`src/rtl/dac_spi_pkg.sv`:
```
// dac_spi_pkg: shared state encoding, frame geometry and default DAC command bytes.
package dac_spi_pkg;

    typedef enum logic [2:0] {IDLE, SETUP_A, SHIFT_A, GAP_A, SETUP_B, SHIFT_B, GAP_B} state_e;

    localparam int FRAME_BITS  = 24;
    localparam int SAMPLE_BITS = 16;

    localparam logic [7:0] CMD_A_DEF = 8'h10;
    localparam logic [7:0] CMD_B_DEF = 8'h24;

    function automatic logic cs_active(input state_e s);
        return s inside {SETUP_A, SHIFT_A, SETUP_B, SHIFT_B};
    endfunction

    function automatic logic in_shift(input state_e s);
        return s inside {SHIFT_A, SHIFT_B};
    endfunction

    function automatic logic chan_a(input state_e s);
        return s inside {SETUP_A, SHIFT_A, GAP_A};
    endfunction

endpackage

```
`src/rtl/dac_spi_tx_sck_tick_gen.sv`:
```
// sck_tick_gen: one-cycle tick every CLK_DIV clocks, restarted by load_i so each phase starts aligned.
module sck_tick_gen #(
    parameter int unsigned CLK_DIV = 2
) (
    input  logic clk_i,
    input  logic rst_i,
    input  logic load_i,
    output logic tick_o
);
    localparam logic [7:0] RELOAD = 8'(CLK_DIV - 1);

    logic [7:0] cnt_q, cnt_d;

    always_comb cnt_d = (load_i || cnt_q == 8'd0) ? RELOAD : cnt_q - 8'd1;

    always_ff @(posedge clk_i) begin
        if (rst_i) cnt_q <= 8'd0;
        else       cnt_q <= cnt_d;
    end

    assign tick_o = cnt_q == 8'd0;

endmodule

```
`src/rtl/dac_spi_tx.sv`:
```
// dac_spi_tx: serialises a stereo 16-bit sample pair into two 24-bit SPI frames for a dual-channel DAC.
module dac_spi_tx
    import dac_spi_pkg::*;
#(
    parameter int unsigned CLK_DIV = 2,
    parameter int unsigned CS_GAP  = 4,
    parameter logic [7:0]  CMD_A   = CMD_A_DEF,
    parameter logic [7:0]  CMD_B   = CMD_B_DEF
) (
    input  logic                   i_Clock,
    input  logic                   i_Reset,
    input  logic [SAMPLE_BITS-1:0] i_Sample_L,
    input  logic [SAMPLE_BITS-1:0] i_Sample_R,
    input  logic                   i_Sample_Valid,
    output logic                   o_Ready,
    output logic                   o_Overrun,
    output logic                   o_DAC_MOSI,
    output logic                   o_DAC_SCK,
    output logic                   o_DAC_CS
);
    localparam logic [7:0] GAP_M1 = 8'(CS_GAP - 1);

    state_e                state_q, state_d;
    logic [4:0]            bit_q, bit_d, idx;
    logic                  hi_q, hi_d;
    logic [7:0]            gap_q, gap_d;
    logic [FRAME_BITS-1:0] frame_a_q, frame_a_d, frame_b_q, frame_b_d, frame_sel;
    logic                  cs_q, cs_d, sck_q, sck_d, mosi_q, mosi_d, ready_q, ready_d;
    logic                  tick;

    sck_tick_gen #(.CLK_DIV(CLK_DIV)) u_tick (
        .clk_i  (i_Clock),
        .rst_i  (i_Reset),
        .load_i (state_d != state_q),
        .tick_o (tick)
    );

    always_comb begin
        state_d   = state_q;
        bit_d     = bit_q;
        hi_d      = hi_q;
        gap_d     = gap_q;
        frame_a_d = frame_a_q;
        frame_b_d = frame_b_q;
        unique case (state_q)
            IDLE: if (i_Sample_Valid) begin
                frame_a_d = {CMD_A, i_Sample_L};
                frame_b_d = {CMD_B, i_Sample_R};
                state_d   = SETUP_A;
            end
            SETUP_A, SETUP_B: if (tick) begin
                state_d = (state_q == SETUP_A) ? SHIFT_A : SHIFT_B;
                bit_d   = 5'(FRAME_BITS - 1);
                hi_d    = 1'b1;
            end
            SHIFT_A, SHIFT_B: if (tick) begin
                if (hi_q) hi_d = 1'b0;
                else if (bit_q == 5'd0) begin
                    state_d = (state_q == SHIFT_A) ? GAP_A : GAP_B;
                    gap_d   = GAP_M1;
                end else begin
                    bit_d = bit_q - 5'd1;
                    hi_d  = 1'b1;
                end
            end
            GAP_A, GAP_B: begin
                if (gap_q == 8'd0) state_d = (state_q == GAP_A) ? SETUP_B : IDLE;
                else gap_d = gap_q - 8'd1;
            end
            default: state_d = IDLE;
        endcase
        // Pins are computed from next-state values so they come straight out of flops.
        frame_sel = chan_a(state_d) ? frame_a_d : frame_b_d;
        idx       = in_shift(state_d) ? bit_d : 5'(FRAME_BITS - 1);
        cs_d      = !cs_active(state_d);
        sck_d     = in_shift(state_d) && hi_d;
        mosi_d    = cs_active(state_d) && frame_sel[idx];
        ready_d   = state_d == IDLE;
    end

    always_ff @(posedge i_Clock) begin
        if (i_Reset) begin
            state_q   <= IDLE;
            bit_q     <= 5'd0;
            hi_q      <= 1'b0;
            gap_q     <= 8'd0;
            frame_a_q <= '0;
            frame_b_q <= '0;
            cs_q      <= 1'b1;
            sck_q     <= 1'b0;
            mosi_q    <= 1'b0;
            ready_q   <= 1'b1;
        end else begin
            state_q   <= state_d;
            bit_q     <= bit_d;
            hi_q      <= hi_d;
            gap_q     <= gap_d;
            frame_a_q <= frame_a_d;
            frame_b_q <= frame_b_d;
            cs_q      <= cs_d;
            sck_q     <= sck_d;
            mosi_q    <= mosi_d;
            ready_q   <= ready_d;
        end
    end

    assign o_Ready    = ready_q;
    assign o_Overrun  = i_Sample_Valid & ~ready_q & ~i_Reset;
    assign o_DAC_CS   = cs_q;
    assign o_DAC_SCK  = sck_q;
    assign o_DAC_MOSI = mosi_q;

endmodule

```
`config.mk`:
```
export PLATFORM = sky130hd
export DESIGN_NAME = dac_spi_tx
export DESIGN_NICKNAME = d
export VERILOG_FILES = /design/src/rtl/dac_spi_pkg.sv /design/src/rtl/dac_spi_tx_sck_tick_gen.sv /design/src/rtl/dac_spi_tx.sv
export SDC_FILE = /design/constraint.sdc
export NUM_CORES = 1
export LEC_CHECK = 0
export ABC_CLOCK_PERIOD_IN_PS = 7200
export CORE_MARGIN = 2
export CORE_UTILIZATION = 40
export CTS_BUF_LIST = sky130_fd_sc_hd__clkbuf_8
export CTS_CLUSTER_SIZE = 16
export DETAILED_ROUTE_END_ITERATION = 8
export PLACE_DENSITY = 0.72
export SYNTH_ARGS = -nofsm -noshare
export SYNTH_HDL_FRONTEND = slang
export SYNTH_SLANG_ARGS = --single-unit
```
`constraint.sdc`:
```
create_clock -name i_Clock -period 7.2 [get_ports i_Clock]
set_input_delay 1.08 -clock i_Clock [delete_from_list [all_inputs] [get_ports i_Clock]]
set_output_delay 1.08 -clock i_Clock [all_outputs]
set_load 0.005 [all_outputs]
```
======== Yosys cells after proc, flatten, opt, wreduce, memory -nomap -nowiden ========
Cells that the tools add are included.
word-level totals
  output and inout bits ................... 5
  bits of input ports ..................... 35
  bits in registers ....................... 77
operators by class
  equality and inequality tests ........... 16
  bitwise operators ....................... 4
  mux-type cells .......................... 34
  $add $sub $neg .......................... 3
  magnitude comparators ................... 1
  reductions and logical operators ........ 18
operators with widths
  kind                   count
  $mux W24               5
  $mux W8                4
  $mux W3                9
  $mux W5                5
  $logic_not A8 Y1       2
  $pmux W8 S2            1
  $sub A8 B1 Y8 const B  2
  $eq A3 B3 Y1 const B   5
  $eq A3 B2 Y1 const B   4
  $pmux W3 S4            1
  $pmux W5 S2            1
  $ne A2 B2 Y1 const B   4
  $reduce_or A2 Y1       4
  $eq A3 B1 Y1 const B   2
  $logic_not A3 Y1       2
  $lt A5 B6 Y1 const B   1
  $mux W1                6
  $bmux W1 S5            1
  $logic_not A5 Y1       1
  $reduce_and A5 Y1      1
  $sub A5 B1 Y5 const B  1
  $reduce_bool A2 Y1     2
  $reduce_bool A4 Y1     1
  $ne A3 B3 Y1           1
  7 further kinds        10

======== Depth between registers and ports, before layout ========
  depth after elaboration ................. 12
  mapped depth ............................ 14
  gate-level depth less buffers ........... 12

======== By module ========
Synthesis repeated with hierarchy kept, for this count alone.
unflattened totals
  cell total of the unflattened synthesis .. 487
  area, all modules ....................... 3928.8 µm²
by module, submodules not included
  module        cells each  sequential area each (µm²)  instances  area an instance (µm²)
  dac_spi_tx    446         1381.3                      1          3529.6
  sck_tick_gen  41          160.2                       1          399.1

======== Worst setup path before layout ========
No wires, ideal clock.
  kind .................................... in2reg
  start ................................... in i_Sample_Valid
  end ..................................... reg mosi_q, in the netlist o_DAC_MOSI
  path slack .............................. 4102 ps
  stages on the path ...................... 9
  path buffers ............................ 0
  data arrival time ....................... 2975 ps
  library setup time ...................... 122 ps
  cell sequence ........................... nand3_1 -> o21ai_0 -> a211oi_4 -> mux2i_1 -> nand2b_4 -> o21ai_1 -> o211a_1 -> o31a_1 -> o2bb2ai_1
between the ends
  cells in the longest elaborated chain, start to end .. 8
  elaborated cells between the ends (all ways) .. 19
  classes of those cells .................. 5 x eq/ne; 10 x mux; 4 x reduce/logical
ends and longest elaborated chain
  element                                                          line                                  text
  start: declaration                                               dac_spi_tx.sv:14                      input logic i_Sample_Valid,
  $mux W3                                                          dac_spi_tx.sv:46                      IDLE: if (i_Sample_Valid) begin
  $pmux W3 S4                                                      dac_spi_tx.sv:45                      unique case (state_q)
  $eq A3 B1 Y1, or another cell as far along                       dac_spi_pkg.sv:13, dac_spi_pkg.sv:21
  $reduce_bool A3 Y1 / $reduce_bool A2 Y1 (equally long branches)  dac_spi_pkg.sv:21, dac_spi_pkg.sv:17
  $mux W24 / $mux W5 (equally long branches)                       dac_spi_tx.sv:73, dac_spi_tx.sv:74
  $bmux W1 S5                                                      dac_spi_tx.sv:77                      mosi_d = cs_active(state_d) && frame_sel[idx];
  $mux W1 (implied by the code)                                    dac_spi_tx.sv:77
  $logic_and A1 B1 Y1 (*)                                          dac_spi_tx.sv:77
  end signal: assignment                                           dac_spi_tx.sv:102                     mosi_q <= mosi_d;
  end: declaration                                                 dac_spi_tx.sv:28                      logic cs_q, cs_d, sck_q, sck_d, mosi_q, mosi_d, ready_q, ready_d;
Mark *: on every way between the ends. The rest lies on a longest branch, timed or not. The select of a mux whose other input is x is not followed.
A chain may end at the register's enable or synchronous reset.

======== Final worst setup path ========
Ends and elaborated chain as after synthesis.

==> metrics <==
VDD IR-drop max 165.2 uV; unrepaired setup endpoints after global routing no; most common cell after layout, fill and taps aside dfxtp_1; final setup margin 2724 ps; Arr. time, crit path ~4700 ps; post-synthesis adder-cell area fraction 1.641%; r2r setup slk approximately 3100 ps; Core Area 9240 um2; largest family of logic cells by synthesized area simple AND/OR/NAND/NOR gates; largest net degree at the start of global routing 53; R2R Path Start state_q[0]; area leader, netlist dfxtp_1; CP max FO 27; Nets 520; placed cell area roughly 4300 um2; GRT Max-Usage Layer met2; Worst-Margin Slew 980.8 ps; CTS Buf Count 9; #FFs+latches synth just under 80; M3 GR Usage 4.486%; fin cells 614; synth top area cells dfxtp_1, mux2i_1, nor2_1; crit path from i_Sample_Valid; routed wirelength normalized by instance count about 14 um; CTS tree yes; Fill cells 906; Root Driver clkbuf_8; CTS clk-pin slew, worst paths 90 ps; reg2reg end o_DAC_MOSI; DR vias/cell around 5.3; number of remaining DRC errors 0; I/O Buffers 39; DRT iter0 DRCs between 200 and 250; Die Span X roughly 100 um; Net Count, Synth between 400 and 500; Critical Path Start Type input pin; Async SR Flop Fraction 0%; htree depth 3; antenna violation net count after detailed routing 0; commonest cells after routing, fill and taps aside dfxtp_1, nor2_1, nand2_1; First-pass DRT Iterations 5; setup TNS 0 ps; Placed Instances 598; hpwl dp 6064 um; Post-CTS Setup Bufs 0; Post-CTS Resized 0; # IOs 40; GR Util met2 around 29%; syn avg cell area between 8 and 9 um2; number of enable flip-flop cells after synthesis 0; P per Cell Area 394.0 nW/um2; Final setup viols 0; Netlist cell types between 70 and 80; vias in the first global route ~3,000; RD Place Congestion between 0.8 and 0.9; Mapped Cells ~450; worst hold-check path type reg2reg; initial core utilization 41.26%; Synth Flop Type dfxtp_1; GRT Util Overall 17.41%; CTS Sinks 77; total grt overflow 0; Worst Path Required approximately 7500 ps; num rows 35; slowest CP cell nand3_1; global-route wire length before repair 14,400 um; Slew HR roughly a third; worst-skew pair later-pin latency ~360 ps; worst clock skew a little over 10 ps; status finished clean; maximum root-to-sink buffer count 2; Routed WL ~8600 um; mux cell area share after synthesis around 7.5%; CP cell instances clkdlybuf4s50_1, nand3_1, o21ai_0, a211oi_4, mux2i_1, nand2b_4, o21ai_1, o211a_1, o31a_1, o2bb2ai_1; Critical Path Sink o_DAC_MOSI; Crit Path Class in2reg; Synth Area in Simple Gates about a quarter; diode count 0; Final period util around 62%; share of cells above drive strength 1 7.423%; highest clock rate 223.4 MHz; Final Cell Area around 4500 um2; max-capacitance violation count 0; total leakage power 0.001737 uW; XOR/XNOR share of the synthesized area 2.527%; synth warn 0; Die Ht around 100 um; Worst R2R Path Depth 10; area delta synth->final 17.56%; vias after detailed routing 3,242; Worst path max stage delay between 700 and 800 ps; dpl ws about 2400 ps; post-synthesis compound-gate area fraction roughly 17%; Die Footprint ~10,000 um2; final hold vios 0; HP Start frame_b_q[12]; Seq/Total Area, Yosys 40.43%; initial antenna violation count 0; final period demand of the worst path ~4500 ps; Synth Cell Area around 3800 um2; GR met1 Demand/Resource approximately 23%; Max Slew Vio Count 0; Critical Path End Type flip-flop; worst hold margin 459.9 ps; hold_buf cts 0; Yosys top cell area share about two fifths
worst max-delay path: cells and delay by family:
| kind | cells | cell delay (ps) |
|---|---|---|
| AOI/OAI and AO/OA | 6 | 1580 |
| buffers and inverters | 1 | 460 |
| muxes | 1 | 570 |
| and+or+nand+nor | 2 | 1020 |
state kept, by name, indices dropped and copies added, names as in the netlist, 3 cells and up:
register	cells
frame_a_q	24
frame_b_q	24
gap_q	8
u_tick.cnt_q	8
bit_q	5
state_q	3
power breakdown:
part | switching (uW) | total (uW) | internal (uW)
combinational | 490 | 821 | 331
clock | 169 | 376 | 207
sequential | 66.5 | 569 | 503
total | 725 | 1770 | 1040
cells in the mapped netlist (2+ instances only):
cell / count
xnor2_1: 7
clkbuf_1: 12
and2_1: 16
o31ai_1: 2
nor3b_1: 5
nor2b_1: 4
mux2i_1: 25
buf_2: 6
o21ai_0: 14
a22oi_1: 2
nor4_1: 4
a311oi_1: 3
a211o_1: 2
inv_1: 11
nor3_1: 13
o22a_1: 2
o21a_1: 3
nand2_1: 63
a2bb2oi_1: 2
a21oi_1: 25
a31oi_1: 2
nand2b_1: 3
nor2_1: 66
o211ai_1: 3
xor2_1: 4
a221oi_1: 2
nand3_1: 5
a21o_1: 4
buf_1: 4
dfxtp_1: 77
o22ai_1: 5
nand2_2: 2
buf_6: 3
or3_1: 5
a211oi_1: 2
ha_1: 5
nand4_1: 4
o2111ai_1: 2
layout make-up:
cell class	instances	area [um2]	area share, %
multi-input cells	340	2107	47.01
flip-flops and latches	77	1541	34.39
repair buffers	41	400.4	8.934
well taps	129	161.4	3.601
clock buffers	10	137.6	3.071
clock inverters	6	92.59	2.066
inverters	11	41.29	0.9213
how the worst min path moves through the flow:
stage	end	slack, ps	depth (start not counted)
3_5_place_dp	frame_b_q[22]	440	1
5_1_grt	frame_b_q[12]	480	2
2_1_floorplan	frame_b_q[22]	420	1
6_report	frame_b_q[12]	460	2
3_3_place_gp	frame_a_q[5]	440	2
4_1_cts	frame_b_q[22]	460	1
cells by family (layout without fill, tap and decap cells):
group	after synthesis	in the layout
buf+inv	36	68
mux	27	27
compound gates	93	93
fa+ha+maj	5	5
flops	77	77
xor+xnor	11	11
simple gates	204	204
routing by layer:
layer | part of all wire, % | wire length (um)
met2 | 49 | 4148
met3 | 4.8 | 407
met1 | 46 | 3916
met4 | 0.91 | 78
met5 | 0 | 0
stage by stage:
stage               total power, uW  util [%]
floorplan                      1236         -
global placement               1374     46.01
detailed placement             1393     46.01
CTS                            1770     48.50
global route                   1888     48.50
finish                         1766     48.50
(Power assumes the default switching activity.)
==> edit 1 (same flow settings) <==
Make the reset (`i_Reset` and `rst_i`) asynchronous in 2 clocked blocks.
--- a/src/rtl/dac_spi_tx_sck_tick_gen.sv
+++ b/src/rtl/dac_spi_tx_sck_tick_gen.sv
@@ -13,7 +13,7 @@
 
     always_comb cnt_d = (load_i || cnt_q == 8'd0) ? RELOAD : cnt_q - 8'd1;
 
-    always_ff @(posedge clk_i) begin
+    always_ff @(posedge clk_i or posedge rst_i) begin
         if (rst_i) cnt_q <= 8'd0;
         else       cnt_q <= cnt_d;
     end
--- a/src/rtl/dac_spi_tx.sv
+++ b/src/rtl/dac_spi_tx.sv
@@ -78,7 +78,7 @@
         ready_d   = state_d == IDLE;
     end
 
-    always_ff @(posedge i_Clock) begin
+    always_ff @(posedge i_Clock or posedge i_Reset) begin
         if (i_Reset) begin
             state_q   <= IDLE;
             bit_q     <= 5'd0;
Formal check against the unedited RTL: differs if i_Reset is asserted again (counterexample within 4 cycles, from zero or initial values and one cycle with i_Reset high); with i_Reset held inactive, the same outputs for 10 cycles.
==> edit 1 against the original RTL <==
Sequential cell count stayed put. Cell area is 6.4% higher. Wire length is 4.8% higher. Worst setup slack better by 0.12 ns. Utilization is 1.5 points lower. Area after synthesis is 8.0% higher. Die area is 7.7% higher. Non-clock buffer count stayed put. Largest cell class unchanged.
Power is not compared: it rests on default switching activity, and its combinational part moved more than twofold at a synthesized area within 25%.
==> edit 1: results (changes against the original RTL) <==
Drt
  • Routed WL: 8960 um (+4.8%)
  • First DRT Iteration DRCs: 217 (+6.4%)
  • DRT Pass-1 Iters: 4 (-1)
  • Routed vias/inst: 5.55 (+5.0%)
  • Routed wire length per instance: 16.1 um (+15%)

Clock tree
  • Clk pin slew, worst setup/hold paths: 0.08 ns
  • CTS Buffer Depth: 2 (unchanged)
  • CTS buffer count: 9 (unchanged)
  • Clock latency on the worst-skew pair: ~0.35 ns
  • CTS HTree Levels: 3 (unchanged)
  • Post-cts repair resize count: 0 (unchanged)
  • CTS root buf: clkbuf_8
  • Post-CTS Setup Bufs: 0 (unchanged)

Synth
  • Xor and xnor fraction of the mapped netlist area: 3.40% (+0.88 points)
  • Commonest register cell after synthesis: dfrtp_1
  • Syn Inst Count: 384 (-15%)
  • Seq/Total Area, Yosys: 46.8% (+6.4 points)
  • Post-synthesis mux area share: 12.9% (+5.3 points)
  • Post-synth ARST share: 100% (+100 points)
  • Synth Area in Compound Gates: 14.2% (-3.3 points)
  • Distinct cells, synth: 71 (-1.4%)
  • Most frequent cells after synthesis: dfrtp_1, mux2_2, nor2_1
  • Syn nets: 424 (-14%)
  • Largest cells by area after synthesis: dfrtp_1, mux2_2, mux2i_1
  • Adder-cell share of the synthesized area: 1.52% (-0.12 points)
  • Yosys Warn Count: 0 (unchanged)

Global routing
  • Number of global-route vias before repair: 3119 (+2.3%)
  • First-pass GRT wire length: 15000 um (+4.0%)
  • Pin count of the biggest net entering global routing: 78 (+47%)
  • GRT Total Usage: 16.9% (-0.51 points)

Critical path
  • Maximum fanout along the worst path: 49 (+81%)
  • Slowest stage cell, crit path: o21ai_2
  • CP max stage delay: 0.61 ns (-0.13 ns)
  • Family with the most delay on the worst path: compound AO/OA/AOI/OAI gates
  • Critical Path AT: 4.59 ns (-0.13 ns)

Final layout
  • Final-stage net count: 457 (-12%)
  • Share of layout cells above drive strength 1: 17.8% (+10 points)
  • Largest regs: frame_a_q: 24 flops, frame_b_q: 24 flops

Placed design
  • Routability cong.: 0.926 (+4.0%)
  • Placed cell area: 4600 um2 (+8.2%)
  • Pre-CTS setup slack: 2.49 ns (+0.100 ns)
  • Inst Count DP: 542 (-9.4%)
  • Final HPWL DP: 6330 um (+4.4%)

Timing
  • Slew margin rel.: 26.5% (-8.1 points)
  • Clock Skew: 0.00893 ns (-0.00116 ns)

Pwr
  • Cell area power density: 156 nW/um2
  • Largest vdd supply drop: approximately 0.096 mV
  • LEAKAGE: between 2 and 2.5 nW
  • Clock power share: roughly two fifths
  • Reg power frac: ~58%

Status
  • Status: completed

Worst hold path
  • Hold WC Path Type: reg -> reg
## edit 1: per-layer routing
metal / routed length (um) / track usage [%] / vias to the layer above
met5: 0 / 0 / -
met4: 227 / 7.24 / 0
met3: 302 / 3.46 / 24
met2: 4490 / 27.6 / 82
met1: 3940 / 21.8 / 1524
li1: - / - / 1465
## edit 1: final cells by class
class                           count  area (um2)
Timing Repair Buffer               41         405
Clock buffer                        9         124
Clock inverter                      7        43.8
Fill cell                         934        5370
Inverter                           18        72.6
Tap cell                          136         170
Sequential cell                    77        1930
Multi-Input combinational cell    270        2020
## edit 1: worst paths after layout
kind                                  from       endpoint  slack, ns  depth (start not counted)
min in group asynchronous          i_Reset       gap_q[1]       1.38                          3
max in group asynchronous          i_Reset   frame_a_q[1]       5.18                          3
max                         i_Sample_Valid     o_DAC_MOSI       2.84                         11
min                          frame_a_q[20]  frame_a_q[20]       0.46                          1
min reg2reg                  frame_a_q[20]  frame_a_q[20]       0.46                          1
max reg2reg                u_tick.cnt_q[0]     o_DAC_MOSI       3.02                         13
==> edit 2 (same settings) <==
Made on the original files. Register the output `o_Overrun`, with the module's reset; this adds one clock of latency there. The other outputs are not delayed to match.
--- a/src/rtl/dac_spi_tx.sv
+++ b/src/rtl/dac_spi_tx.sv
@@ -105,7 +105,13 @@
     end
 
     assign o_Ready    = ready_q;
-    assign o_Overrun  = i_Sample_Valid & ~ready_q & ~i_Reset;
+    always_ff @(posedge i_Clock) begin
+        if (i_Reset) begin
+            o_Overrun <= '0;
+        end else begin
+            o_Overrun <= i_Sample_Valid & ~ready_q & ~i_Reset;
+        end
+    end
     assign o_DAC_CS   = cs_q;
     assign o_DAC_SCK  = sck_q;
     assign o_DAC_MOSI = mosi_q;
Check against the original RTL: not equivalent (a bounded check fails within 4 cycles, from zero or initial values and one cycle with i_Reset high).
==> edit 2 against the original RTL <==
Sequential cell count up 1. Synthesized cell count up 3.5%. Critical path depth down 1. Clock power down 6.1%. Combinational power up 13%. Worst setup slack better by 0.68 ns. Global-route usage up 0.71 points. Cell area up 1.3%. Area after synthesis up 1.2%. Wire length up 6.9%. Cell count up 2.9%. Count of clock-buffer cells in the layout down 1. First-iteration DRC count up 25%. Total power up 6.0%.
==> edit 2: results (changes against the original RTL) <==
Synth
  • Seq/Total Area, Yosys: 40.5% (about the same)
  • Syn nets: 509 (+3.2%)
  • Commonest register cell after synthesis: dfxtp_1
  • Syn_area_per_cell: 8.23 um2 (-2.2%)
  • Yosys Warn Count: 0 (unchanged)
  • Distinct cells, synth: 65 (-9.7%)
  • Most frequent cells after synthesis: dfxtp_1, nand2_1, nor2_1
  • Post-synth ARST share: 0% (unchanged)
  • Largest cells by area after synthesis: dfxtp_1, nand2_1, a21oi_1

Clock tree
  • Post-CTS Setup Bufs: 0 (unchanged)
  • CTS root buf: clkbuf_8
  • Clk pin slew, worst setup/hold paths: 0.09 ns (about the same)
  • CTS buffer count: 9 (unchanged)
  • CTS Buffer Depth: 2 (unchanged)
  • Post-cts repair resize count: 0 (unchanged)
  • CTS HTree Levels: 3 (unchanged)
  • Clock latency on the worst-skew pair: 0.36 ns (about the same)

Pwr
  • Clk power: 0.353 mW (-6.1%)
  • Switching Fraction: 44.4% (+3.3 points)
  • Reg power frac: 31.6% (-0.6 points)
  • Largest vdd supply drop: 0.162 mV (-1.9%)
  • LEAKAGE: 1.70 nW (-2.0%)

Placed design
  • Routability cong.: 0.926 (+4.0%)
  • Placed cell area: 4320 um2 (+1.7%)
  • Inst Count DP: 616 (+3.0%)
  • Final HPWL DP: 6460 um (+6.5%)
  • PortBufs: 39 (unchanged)
  • Pre-CTS setup slack: 3.08 ns (+0.684 ns)

Critical path
  • Maximum fanout along the worst path: 15 (-44%)
  • Critical Path AT: 4.05 ns (-0.67 ns)

Status
  • Status: completed

Drt
  • Routed wire length per instance: 14.5 um (+3.9%)
  • DR vias: 3428 (+5.7%)
  • Final ANT Viol Nets: 0 (unchanged)
  • First DRT Iteration DRCs: 254 (+25%)
  • DRT Pass-1 Iters: 4 (-1)
  • Routed WL: 9140 um (+6.9%)

Global routing
  • First-pass GRT wire length: 15000 um (+4.1%)
  • GRT Total Usage: 18.1% (+0.71 points)
  • Initial antenna violation count: 0 (unchanged)
  • Number of global-route vias before repair: 3078 (+0.98%)
  • Pin count of the biggest net entering global routing: 52 (-1.9%)

Final layout
  • Share of layout cells above drive strength 1: 8.55% (+1.1 points)
  • Final-stage net count: 538 (+3.5%)
  • Largest regs: frame_a_q: 24 flops, frame_b_q: 24 flops
  • # fillers: 877 (-3.2%)
  • # diodes: 0 (unchanged)

Timing
  • Clock Skew: 0.0141 ns (+0.00400 ns)
  • Slew margin rel.: 25.0% (-9.6 points)

Worst hold path
  • Hold WC Path Type: reg -> reg
[edit 2: layer usage]
| layer | GRT usage (%) | vias up | share of wire, % |
|---|---|---|---|
| met5 | 0 | - | 0 |
| met4 | 5.64 | 0 | 0.90 |
| met3 | 3.49 | 9 | 5.5 |
| met2 | 27.3 | 115 | 46 |
| met1 | 26.2 | 1588 | 48 |
| li1 | - | 1716 | - |
[edit 2: per-stage QoR]
stage | power (mW) | hold slack, ns | util (%)
floorplan | 1.33 | 0.423 | -
global placement | 1.50 | 0.412 | 46.6
detailed placement | 1.52 | 0.414 | 46.6
CTS | 1.87 | 0.415 | 48.9
global route | 2.00 | 0.422 | 48.9
finish | 1.87 | 0.409 | 48.9
[edit 2: layout make-up]
cell class                 count  area share, %
inverter                      18           1.49
multi-input combinational    348           46.7
tap                          129           3.56
sequential                    78           34.4
clock inverter                 7           1.99
clock buffer                   9           2.73
timing repair buffer          43           9.15
[edit 2: path summary, 6_finish.rpt]
kind / start / end / slack, ns / cells after the start
max: i_Sample_Valid / o_DAC_MOSI / 3.40 / 9
min: o_Ready / o_Overrun / 0.41 / 1
min reg2reg: o_Ready / o_Overrun / 0.41 / 1
max reg2reg: state_q[2] / o_DAC_MOSI / 3.50 / 9
[edit 2: worst max-delay path: stages]
cell and delay (ns):
clkdlybuf4s50_1 0.51, nand4_1 0.58, and4_1 0.44, a21oi_2 0.44, a31oi_1 0.16, a221o_1 0.34
o211ai_1 0.08, a31oi_1 0.12, a211o_1 0.28
[edit 2: logic make-up after synthesis]
family	after synthesis	share of synthesized area, %
compound gates	113	20.0
xor+xnor	13	2.95
fa+ha+maj	6	1.88
buf+inv	43	4.77
flops	78	40.5
mux	17	4.83
simple gates	199	25.1
